[config.mk]
export PLATFORM = sky130hd
export DESIGN_NAME = wb_slave_mux
export DESIGN_NICKNAME = d
export VERILOG_FILES = /design/src/rtl/wb_slave_mux.sv
export SDC_FILE = /design/constraint.sdc
export NUM_CORES = 1
export LEC_CHECK = 0
export CAP_MARGIN = 20
export CORE_AREA = 2 2 125 127
export CTS_BUF_LIST = sky130_fd_sc_hd__clkbuf_16
export DETAILED_ROUTE_END_ITERATION = 6
export DIE_AREA = 0 0 127 129
export GPL_TIMING_DRIVEN = 1
export PLACE_DENSITY_LB_ADDON = 0.3
export SLEW_MARGIN = 20
export SYNTH_ARGS = -nofsm -noshare
export SYNTH_HDL_FRONTEND = slang
export SYNTH_SLANG_ARGS = --single-unit
[constraint.sdc]
create_clock -name wb_clk_i -period 6.2 [get_ports wb_clk_i]
set_input_delay 1.24 -clock wb_clk_i [delete_from_list [all_inputs] [get_ports wb_clk_i]]
set_output_delay 1.24 -clock wb_clk_i [all_outputs]
set_load 0.02 [all_outputs]
[src/rtl/wb_slave_mux.sv]
// Registered 1-master-to-N-slave Wishbone interconnect with address decode,
// slave error forwarding and hung-slave timeout.
//
// Ports:
//   wb_clk_i, wb_rst_i        clock, async active-high reset
//   wbm_*                     master side (cyc/stb/we/sel/adr/dat in; dat/ack/err out)
//   wbs_cyc_o, wbs_stb_o      per-slave one-hot cycle/strobe
//   wbs_we/sel/adr/dat_o      broadcast request fields
//   wbs_dat/ack/err_i         per-slave responses, slave i data at [32i+31:32i]
module wb_slave_mux #(
  parameter logic [31:0] C_BASEADDR = 32'h0000_0000,
  parameter int          NUM_SLAVES = 4,
  parameter int          SLAVE_AW   = 16,
  parameter int          TIMEOUT    = 255
) (
  input  logic                     wb_clk_i,
  input  logic                     wb_rst_i,
  input  logic                     wbm_cyc_i,
  input  logic                     wbm_stb_i,
  input  logic                     wbm_we_i,
  input  logic [3:0]               wbm_sel_i,
  input  logic [31:0]              wbm_adr_i,
  input  logic [31:0]              wbm_dat_i,
  output logic [31:0]              wbm_dat_o,
  output logic                     wbm_ack_o,
  output logic                     wbm_err_o,
  output logic [NUM_SLAVES-1:0]    wbs_cyc_o,
  output logic [NUM_SLAVES-1:0]    wbs_stb_o,
  output logic                     wbs_we_o,
  output logic [3:0]               wbs_sel_o,
  output logic [31:0]              wbs_adr_o,
  output logic [31:0]              wbs_dat_o,
  input  logic [NUM_SLAVES*32-1:0] wbs_dat_i,
  input  logic [NUM_SLAVES-1:0]    wbs_ack_i,
  input  logic [NUM_SLAVES-1:0]    wbs_err_i
);

  localparam logic [1:0] S_IDLE = 2'd0;
  localparam logic [1:0] S_BUSY = 2'd1;
  localparam logic [1:0] S_RESP = 2'd2;

  localparam logic [15:0] TO_LAST = 16'(TIMEOUT - 1);

  logic [1:0]            state_q, state_d;
  logic [NUM_SLAVES-1:0] cyc_q, cyc_d;
  logic                  we_q, we_d;
  logic [3:0]            sel_q, sel_d;
  logic [31:0]           adr_q, adr_d;
  logic [31:0]           dat_q, dat_d;
  logic [31:0]           rdat_q, rdat_d;
  logic                  ack_q, ack_d;
  logic                  err_q, err_d;
  logic [15:0]           cnt_q, cnt_d;

  logic [31:0]           off;
  logic [31:0]           win;
  logic                  hit;
  logic [NUM_SLAVES-1:0] oh;
  logic                  s_ack;
  logic                  s_err;
  logic [31:0]           s_dat;

  always_comb begin
    off = wbm_adr_i - C_BASEADDR;
    win = off >> SLAVE_AW;
    // Below-base addresses wrap to huge offsets, but test explicitly anyway.
    hit = (wbm_adr_i >= C_BASEADDR) && (win < 32'(NUM_SLAVES));
    oh  = '0;
    for (int i = 0; i < NUM_SLAVES; i++) begin
      oh[i] = (win == 32'(i));
    end
  end

  // cyc_q is one-hot while BUSY, so it doubles as the response selector.
  always_comb begin
    s_ack = |(wbs_ack_i & cyc_q);
    s_err = |(wbs_err_i & cyc_q);
    s_dat = '0;
    for (int i = 0; i < NUM_SLAVES; i++) begin
      if (cyc_q[i]) s_dat = s_dat | wbs_dat_i[32*i +: 32];
    end
  end

  always_comb begin
    state_d = state_q;
    cyc_d   = cyc_q;
    we_d    = we_q;
    sel_d   = sel_q;
    adr_d   = adr_q;
    dat_d   = dat_q;
    rdat_d  = rdat_q;
    cnt_d   = cnt_q;
    ack_d   = 1'b0;
    err_d   = 1'b0;
    case (state_q)
      S_IDLE: begin
        if (wbm_cyc_i && wbm_stb_i) begin
          if (!hit) begin
            err_d   = 1'b1;
            state_d = S_RESP;
          end else begin
            cyc_d   = oh;
            we_d    = wbm_we_i;
            sel_d   = wbm_sel_i;
            adr_d   = wbm_adr_i;
            dat_d   = wbm_dat_i;
            cnt_d   = '0;
            state_d = S_BUSY;
          end
        end
      end
      S_BUSY: begin
        cnt_d = cnt_q + 16'd1;
        if (!wbm_cyc_i) begin
          cyc_d   = '0;
          state_d = S_IDLE;
        end else if (s_err) begin
          cyc_d   = '0;
          err_d   = 1'b1;
          state_d = S_RESP;
        end else if (s_ack) begin
          cyc_d   = '0;
          ack_d   = 1'b1;
          if (!we_q) rdat_d = s_dat;
          state_d = S_RESP;
        end else if (cnt_q == TO_LAST) begin
          cyc_d   = '0;
          err_d   = 1'b1;
          state_d = S_RESP;
        end
      end
      S_RESP: begin
        state_d = S_IDLE;
      end
      default: begin
        cyc_d   = '0;
        state_d = S_IDLE;
      end
    endcase
  end

  always_ff @(posedge wb_clk_i or posedge wb_rst_i) begin
    if (wb_rst_i) begin
      state_q <= S_IDLE;
      cyc_q   <= '0;
      we_q    <= 1'b0;
      sel_q   <= '0;
      adr_q   <= '0;
      dat_q   <= '0;
      rdat_q  <= '0;
      ack_q   <= 1'b0;
      err_q   <= 1'b0;
      cnt_q   <= '0;
    end else begin
      state_q <= state_d;
      cyc_q   <= cyc_d;
      we_q    <= we_d;
      sel_q   <= sel_d;
      adr_q   <= adr_d;
      dat_q   <= dat_d;
      rdat_q  <= rdat_d;
      ack_q   <= ack_d;
      err_q   <= err_d;
      cnt_q   <= cnt_d;
    end
  end

  assign wbs_cyc_o = cyc_q;
  assign wbs_stb_o = cyc_q;
  assign wbs_we_o  = we_q;
  assign wbs_sel_o = sel_q;
  assign wbs_adr_o = adr_q;
  assign wbs_dat_o = dat_q;
  assign wbm_dat_o = rdat_q;
  assign wbm_ack_o = ack_q;
  assign wbm_err_o = err_q;

endmodule

# Word level (Yosys, flattened, before mapping)
# Cells that the tools add are included.
# word_totals
ff_bits	125
in_bits	209
out_inout_bits	111
elab_cells	74
# classes
addsub	1
order_cmp	2
eq_ne	9
mux	32
n_bitwise	8
reduce_logical	12
# op_table
operator	n
$mux 32	4
$or 32x32->32	3
$eq 16x2->1 const B	2
$ge 32x1->1 const B	1
$logic_not 32->1	1
$mux 16	2
$pmux 16 s2	1
$mux 4	6
$add 16x1->16 const B	1
$eq 16x1->1 const B	1
$eq 16x8->1 const B	1
$lt 16x3->1 const B	1
$mux 2	6
$pmux 4 s3	1
$mux 1	10
$and 4x4->4	2
$reduce_or 4->1	2
$reduce_and 3->1	2
$ne 5x5->1 const B	1
$reduce_and 5->1	1
$ne 2x2->1 const B	2
$pmux 2 s2	1
$reduce_and 4->1	1
$not 1->1	3
other kinds (7)	8

# Longest topological paths before layout
# Gate-level depths: netlist of run 1.
# logic_depth
depth_word	7
mapped_depth	8
mapped_depth_nobuf	7

# Worst setup path before layout of run 1
# Ideal clock, no wire load.
# synth_path
path_type	input port to flip-flop
startpoint	in wbm_adr_i[31]
endpoint	reg adr_q[0] (netlist: wbs_adr_o[0])
setup_time_ns	0.127
arrival_ns	2.592
required_ns	6.073
setup_slack_ns	3.481
path_stages	6
n_path_buf	2
path_cell_list	nor4_2 nand2_1 nor4_1 buf_4 buf_6 mux2_1
# synth_via
elab_chain_cells	3
word_cells_on_any_way	4
classes_between	2 x order compare; 2 x reduce/logical
# synth_lines
item	line	rtl
start, declared	22	input logic [31:0] wbm_adr_i,
$ge 32x1->1 / $lt 16x3->1 (equally long branches)	67	hit = (wbm_adr_i >= C_BASEADDR) && (win < 32'(NUM_SLAVES));
$logic_and 1x1->1 *	67	
$reduce_and 3->1 (no line) *	n/a	
end signal, assigned	159	adr_q <= adr_d;
end, declared	48	logic [31:0] adr_q, adr_d;
# Mark *: on every way between the ends. The rest lies on a longest branch, timed or not.
# A chain may end at the register's enable or synchronous reset.

# Worst setup path in the final report of run 1
# layout_path
startpoint	in wbm_stb_i
endpoint	reg dat_q[21] (netlist: wbs_dat_o[21])
# layout_via
elab_chain_cells	2
# layout_lines
item	line	rtl
start, declared	19	input logic wbm_stb_i,
$logic_and 1x1->1	97	if (wbm_cyc_i && wbm_stb_i) begin
$reduce_and 3->1 (no line)	n/a	
end signal, assigned	160	dat_q <= dat_d;
end, declared	49	logic [31:0] dat_q, dat_d;
# Every way passes these cells.

==> results of run 1 <==
==> cell usage in the layout, fill, tap and decap left out, types with 5 or more instances in the layout <==
cell type / n
xnor2_1: 8
nor2b_1: 15
nor4_2: 9
nand2_1: 46
a221oi_1: 32
o21ai_0: 9
nor2_1: 17
clkdlybuf4s50_1: 319
nand4_1: 5
buf_4: 7
inv_1: 6
mux2_1: 50
clkbuf_16: 17
o21ai_2: 29
a22o_1: 35
nor3_1: 5
dfrtp_1: 125
==> where the power goes <==
part / total (mW) / switching [mW] / internal [mW]
logic: 0.161 / 0.0428 / 0.118
registers: 0.820 / 0.00250 / 0.818
clock network: 1.01 / 0.349 / 0.663
==> kinds of logic (layout without fill, tap and decap cells) <==
group | count (synthesis) | count (layout)
AOI/OAI and AO/OA | 125 | 125
DFF | 125 | 125
and+or+nand+nor | 118 | 118
muxes | 54 | 54
buffers and inverters | 43 | 362
xor gates and xnor gates | 8 | 8
adders and majority gates | 2 | 2
==> layout make-up <==
class                           instances  area [um2]
Fill cell                            1110        5320
Timing Repair Buffer                  326        3250
Sequential cell                       125        3130
Multi-Input combinational cell        307        2420
Clock buffer                           17         425
Tap cell                              188         235
Clock inverter                         15         181
Inverter                                4        20.0
==> flip-flops by register name, indices dropped and copies added, names as in the netlist, 2 cells and up <==
| name | count |
|---|---|
| wbm_dat_o | 32 |
| state_q | 2 |
| wbs_cyc_o | 4 |
| cnt_q | 16 |
| wbs_sel_o | 4 |
| wbs_dat_o | 32 |
| wbs_adr_o | 32 |
==> stage by stage <==
| step | setup slack, ns | std cells |
|---|---|---|
| 2_1_floorplan | 1.63 | 475 |
| 3_3_place_gp | 2.48 | 950 |
| 3_5_place_dp | 2.31 | 950 |
| 4_1_cts | 2.73 | 982 |
| 5_1_grt | 2.60 | 982 |
| 6_report | 2.72 | 982 |
==> critical path: cells and delay by family <==
family	cells	cell delay [ns]
muxes	1	0.40
and+or+nand+nor	3	0.79
buffers and inverters	2	1.24
==> metal layers <==
layer,GRT usage,part of all wire,up-vias
li1,-,-,2391
met1,0.263,0.37,2513
met2,0.401,0.53,218
met3,0.0615,0.071,42
met4,0.0957,0.027,0
met5,0,0,-
==> worst max path at each step <==
stage	cells after the start	end	startpoint	slack [ns]
4_1_cts	6	wbs_dat_o[21]$_DFFE_PP0P_	wbm_stb_i	2.73
3_5_place_dp	6	wbs_dat_o[21]$_DFFE_PP0P_	wbm_stb_i	2.31
2_1_floorplan	1	cnt_q[0]$_DFFE_PP0P_	wb_rst_i	1.63
3_3_place_gp	6	wbs_dat_o[31]$_DFFE_PP0P_	wbm_stb_i	2.48
6_report	6	wbs_dat_o[21]$_DFFE_PP0P_	wbm_stb_i	2.72
5_1_grt	6	wbs_sel_o[0]$_DFFE_PP0P_	wbm_stb_i	2.60
==> metrics.md, run 1 <==
| Metric | Value |
|---|---|
| Gp weighted congestion | `~0.85` |
| First-pass GRT wire length | `28.5 mm` |
| Critical path arrival | `roughly 3.8 ns` |
| Clock Tree Buf Depth | `2` |
| Tot GR Track Use | `0.227` |
| Simple-gate portion of the synthesized area | `0.114` |
| Root Driver | `clkbuf_16` |
| Endpoint class of the critical path | `register` |
| Hold path startpoint | `wbm_dat_o[22]$_DFFE_PP0P_` |
| TNS Setup | `0 ns` |
| # IOs | `between 300 and 400` |
| Worst VDD drop | `~0.15 mV` |
| Mux cell area share after synthesis | `0.104` |
| Layout cells sized above 1 | `0.106` |
| Tot Pwr | `between 1.5 and 2 mW` |
| Die width | `approximately 130 um` |
| Number of synthesis warnings | `0` |
| XOR/XNOR share of the synthesized area | `0.0120` |
| Synth Area per Inst | `about 12 um2` |
| Min Hold Slack | `around 0.47 ns` |
| Setup bufs post-CTS | `0` |
| Worst Reg-to-Reg Cells | `7` |
| Post-synthesis instance area | `just under 6000 um2` |
| Outcome | `complete, no violations` |
| Final setup violation count | `0` |
| Worst EP required | `about 6.5 ns` |
| Grt total ovfl | `0` |
| DP Area | `approximately 9000 um2` |
| Sequential share of the synthesized area | `0.536` |
| Worst-Skew Late Latency | `between 0.4 and 0.5 ns` |
| Hold Violations, Final | `0` |
| Critical-path top delay cell | `buf_4` |
| Full die area | `16400 um2` |
| Die Y | `approximately 130 um` |
| Critical Path, Cell by Cell | `clkdlybuf4s50_1 -> nor4bb_1 -> nand2_1 -> nor4_2 -> buf_4 -> mux2_1` |
| Port buffer count | `around 320` |
| Startpoint Class | `input port` |
| CTS hold repair buffers | `0` |
| Routed Antenna Nets | `0` |
| Reg2reg start | `wbs_cyc_o[1]$_DFFE_PP0P_` |
| Most common flop cell mapped by yosys | `dfrtp_1` |
| TritonCTS sink count | `about 130` |
| Drt first pass iters | `5` |
| Synth unique cells | `42` |
| FP Rows | `45` |
| Max Clk Rate | `between 0.2 and 0.3 GHz` |
| Worst slew pin tran | `between 0.9 and 1 ns` |
| Final-stage net count | `about 1000` |
| CP Class | `in -> reg` |
| Unrepaired setup endpoints after global routing | `no` |
| R2r endpoint | `wbm_dat_o[18]$_DFFE_PP0P_` |
| CP max stage delay | `between 0.7 and 0.8 ns` |
| Core Area | `around 15000 um2` |
| Post-Syn Nets | `approximately 690` |
| H-tree depth reported by CTS | `4` |
| # DRC | `0` |
| Post-route cell area | `about 9700 um2` |
| CTS buffer count | `17` |
| Vias | `between 5000 and 6000` |
| Synth Area in Compound Gates | `0.178` |
| Final Skew | `between 0.005 and 0.006 ns` |
| Leakage dissipation | `just over 4 nW` |
| Number of synthesized flops with an enable pin | `0` |
| Post-cts resize count | `0` |
| TritonCTS clock tree | `done` |
| Diodes inserted | `0` |
| Hold Path Stages | `2` |
| Synthesis-stage register bit count | `125` |
| Max-Cap Viols | `0` |
| Slew Limit Fails | `0` |
| HPWL after DPL | `14.1 mm` |
| Area growth, synth to finish | `65.6%` |
| Largest net degree at the start of global routing | `90` |
| Layout Utilization | `0.645` |
| Clock transition at path regs | `~0.06 ns` |
| Period minus WS final | `~3.5 ns` |
| Initial antenna violation count | `0` |
| Worst Hold End | `wbm_dat_o[22]$_DFFE_PP0P_` |
| Async SR Flop Fraction | `1.00` |
| Largest family of logic cells by synthesized area | `compound AO/OA/AOI/OAI gates` |
| WL final | `18.9 mm` |
| Synth area leaders | `dfrtp_1 54%, mux2_1 9.7%, a22o_1 5.3%` |
| Adder-Cell Fraction of Synth Area | `0.00429` |
| Vias in the first global route | `between 5000 and 6000` |
| R2r setup slk | `3.32 ns` |
| Routed length per instance | `a little under 20 um` |
| Synth top cells by count | `125 x dfrtp_1, 50 x mux2_1, 46 x nand2_1` |
| Relative slew slack | `0.346` |
| Crit Path Max Fanout | `between 80 and 90` |
| DR iter-0 viols | `approximately 360` |
| Worst Hold Class | `reg -> reg` |
| Most frequent cell after synthesis | `dfrtp_1` |
| Largest area contributor in the netlist | `dfrtp_1` |
| Pwr per Cell Area | `206 nW/um2` |
| Synth top area share | `0.536` |
| Vias per inst | `around 5.3` |
| Synthesized instance count | `between 400 and 500` |
| Starting density of the core | `0.389` |
| Final Cycle Share | `0.561` |
(Power assumes the default switching activity.)
==> run 2: changes to the inputs <==
- CORE_AREA: 2 2 125 127 -> not set
- CORE_ASPECT_RATIO: not set -> 1.2
- CORE_MARGIN: not set -> 2
- CORE_UTILIZATION: not set -> 39
- DIE_AREA: 0 0 127 129 -> not set
- clock period: 6.2 -> 3.6 ns (I/O delays scaled with it)
==> metrics.md, run 2 (synthesis results as in run 1) <==
| Metric | Value |
|---|---|
| Die width | `approximately 120 um` |
| Post-route cell area | `about 10000 um2` |
| Gate power share | `0.081` |
| Root Driver | `clkbuf_16` |
| Clock Tree Buf Depth | `2` |
| Final-stage net count | `between 900 and 1000` |
| Worst Hold End | `wbm_dat_o[8]$_DFFE_PP0P_` |
| First-pass GRT wire length | `approximately 29 mm` |
| Relative slew slack | `0.316` |
| Hold Violations, Final | `0` |
| Sequential power share | `0.406` |
| R2r endpoint | `wbm_dat_o[0]$_DFFE_PP0P_` |
| CTS buffer count | `17` |
| Initial antenna violation count | `1` |
| DR iter-0 viols | `about 240` |
| Drt first pass iters | `5` |
| Reported net switching power | `between 0.7 and 0.8 mW` |
| Commonest non-fill, non-tap cell in the layout | `clkdlybuf4s50_1` |
| Unrepaired setup endpoints after global routing | `no` |
| Endpoint class of the critical path | `primary output` |
| Int Pwr | `between 2 and 3 mW` |
| FP Rows | `48` |
| Sw Ratio | `0.202` |
| Full die area | `16000 um2` |
| Final Cycle Share | `0.857` |
| Max Clk Rate | `around 0.32 GHz` |
| CP Class | `reg -> out` |
| Gp weighted congestion | `0.820` |
| Fill cells | `about 1100` |
| Hold Path Stages | `2` |
| Worst-Skew Late Latency | `between 0.4 and 0.5 ns` |
| Outcome | `complete, no violations` |
| Vias per inst | `between 5 and 6` |
| Layout cells sized above 1 | `0.116` |
| Final Skew | `about 0.0080 ns` |
| Startpoint Class | `register` |
| Hold path startpoint | `wbm_dat_o[8]$_DFFE_PP0P_` |
| Tot Pwr | `approximately 3.5 mW` |
| Vias | `5203` |
| Layout Utilization | `0.671` |
| # DRC | `0` |
| TritonCTS sink count | `about 130` |
| DP Area | `between 9000 and 10000 um2` |
| Crit Path Max Fanout | `29` |
| Worst Reg-to-Reg Cells | `6` |
| Largest net degree at the start of global routing | `84` |
| # IOs | `320` |
| CTS hold repair buffers | `0` |
| TNS Setup | `0 ns` |
| Pwr per Cell Area | `~360 nW/um2` |
| Worst EP required | `between 2 and 3 ns` |
| Critical Path Start | `wbs_cyc_o[1]$_DFFE_PP0P_` |
| Setup bufs post-CTS | `0` |
| Area growth, synth to finish | `67.3%` |
| Die Y | `roughly 140 um` |
| Port buffer count | `roughly 320` |
| Max-Cap Viols | `0` |
| Starting density of the core | `0.401` |
| Final setup violation count | `0` |
| Period minus WS final | `around 3.1 ns` |
| Leakage dissipation | `approximately 4.1 nW` |
| Tot GR Track Use | `0.242` |
| TritonCTS clock tree | `done` |
| H-tree depth reported by CTS | `4` |
| Core Area | `between 10000 and 15000 um2` |
| Most frequent cells in the layout | `319 x clkdlybuf4s50_1, 125 x dfrtp_1, 50 x mux2_1` |
| Routed Antenna Nets | `0` |
| Critical path arrival | `roughly 2.4 ns` |
| WL final | `around 20 mm` |
| Post-cts resize count | `0` |
| Worst Hold Class | `reg -> reg` |
| Slew Limit Fails | `0` |
| Worst VDD drop | `between 0.2 and 0.3 mV` |
| Clock share of power | `0.513` |
| Worst slew pin tran | `between 1 and 1.5 ns` |
| Grt total ovfl | `0` |
| Reg2reg start | `wbs_cyc_o[1]$_DFFE_PP0P_` |
| HPWL after DPL | `approximately 15 mm` |
| Routed length per instance | `between 15 and 20 um` |
| Vias in the first global route | `~5300` |
| Clock transition at path regs | `around 0.050 ns` |
| Min Hold Slack | `between 0.4 and 0.5 ns` |
| R2r setup slk | `~0.83 ns` |
[run 2: per-layer routing]
layer	vias to the layer above	track usage	part of all wire
met1	2538	0.269	0.37
met2	218	0.426	0.53
li1	2401	-	-
met4	0	0.107	0.032
met3	46	0.0752	0.071
met5	-	0	0
[run 2: worst max-delay path, stage by stage, from the launching register on]
cell             delay, ns
dfrtp_1               1.01
buf_4                 0.32
clkdlybuf4s50_1       0.62
[run 2: worst max-delay path by stage]
stage / end / slack (ns) / depth (start not counted)
2_1_floorplan: cnt_q[0]$_DFFE_PP0P_ / 1.34 / 1
3_3_place_gp: wbs_sel_o[3]$_DFFE_PP0P_ / 0.61 / 6
3_5_place_dp: wbs_adr_o[6]$_DFFE_PP0P_ / 0.55 / 6
4_1_cts: wbs_cyc_o[1] / 0.44 / 2
5_1_grt: wbs_stb_o[1] / 0.38 / 2
6_report: wbs_cyc_o[1] / 0.52 / 2
[run 2: layout make-up]
type	instances	area (um2)	area share
antenna	1	2.50	0.000256
clock buffer	17	425	0.0436
clock inverter	15	196	0.0201
inverter	4	18.8	0.00192
multi-input combinational	307	2420	0.248
sequential	125	3130	0.321
tap	200	250	0.0256
timing repair buffer	331	3320	0.340
[run 2: power groups by stage]
| stage | Clock (mW) | Combinational (mW) | Sequential, mW |
|---|---|---|---|
| after global placement | 0 | 0.277 | 1.44 |
| final | 1.78 | 0.280 | 1.41 |
| after CTS | 1.82 | 0.283 | 1.41 |
| after detailed placement | 0 | 0.281 | 1.44 |
| after global routing | 1.90 | 0.297 | 1.41 |
| after floorplan | 0 | 0.0295 | 1.44 |
[run 2: through the flow]
step,setup slack [ns],std cells
after global placement,0.611,967
after CTS,0.436,999
after detailed placement,0.554,967
after global routing,0.376,1000
after floorplan,1.34,475
final,0.517,1000
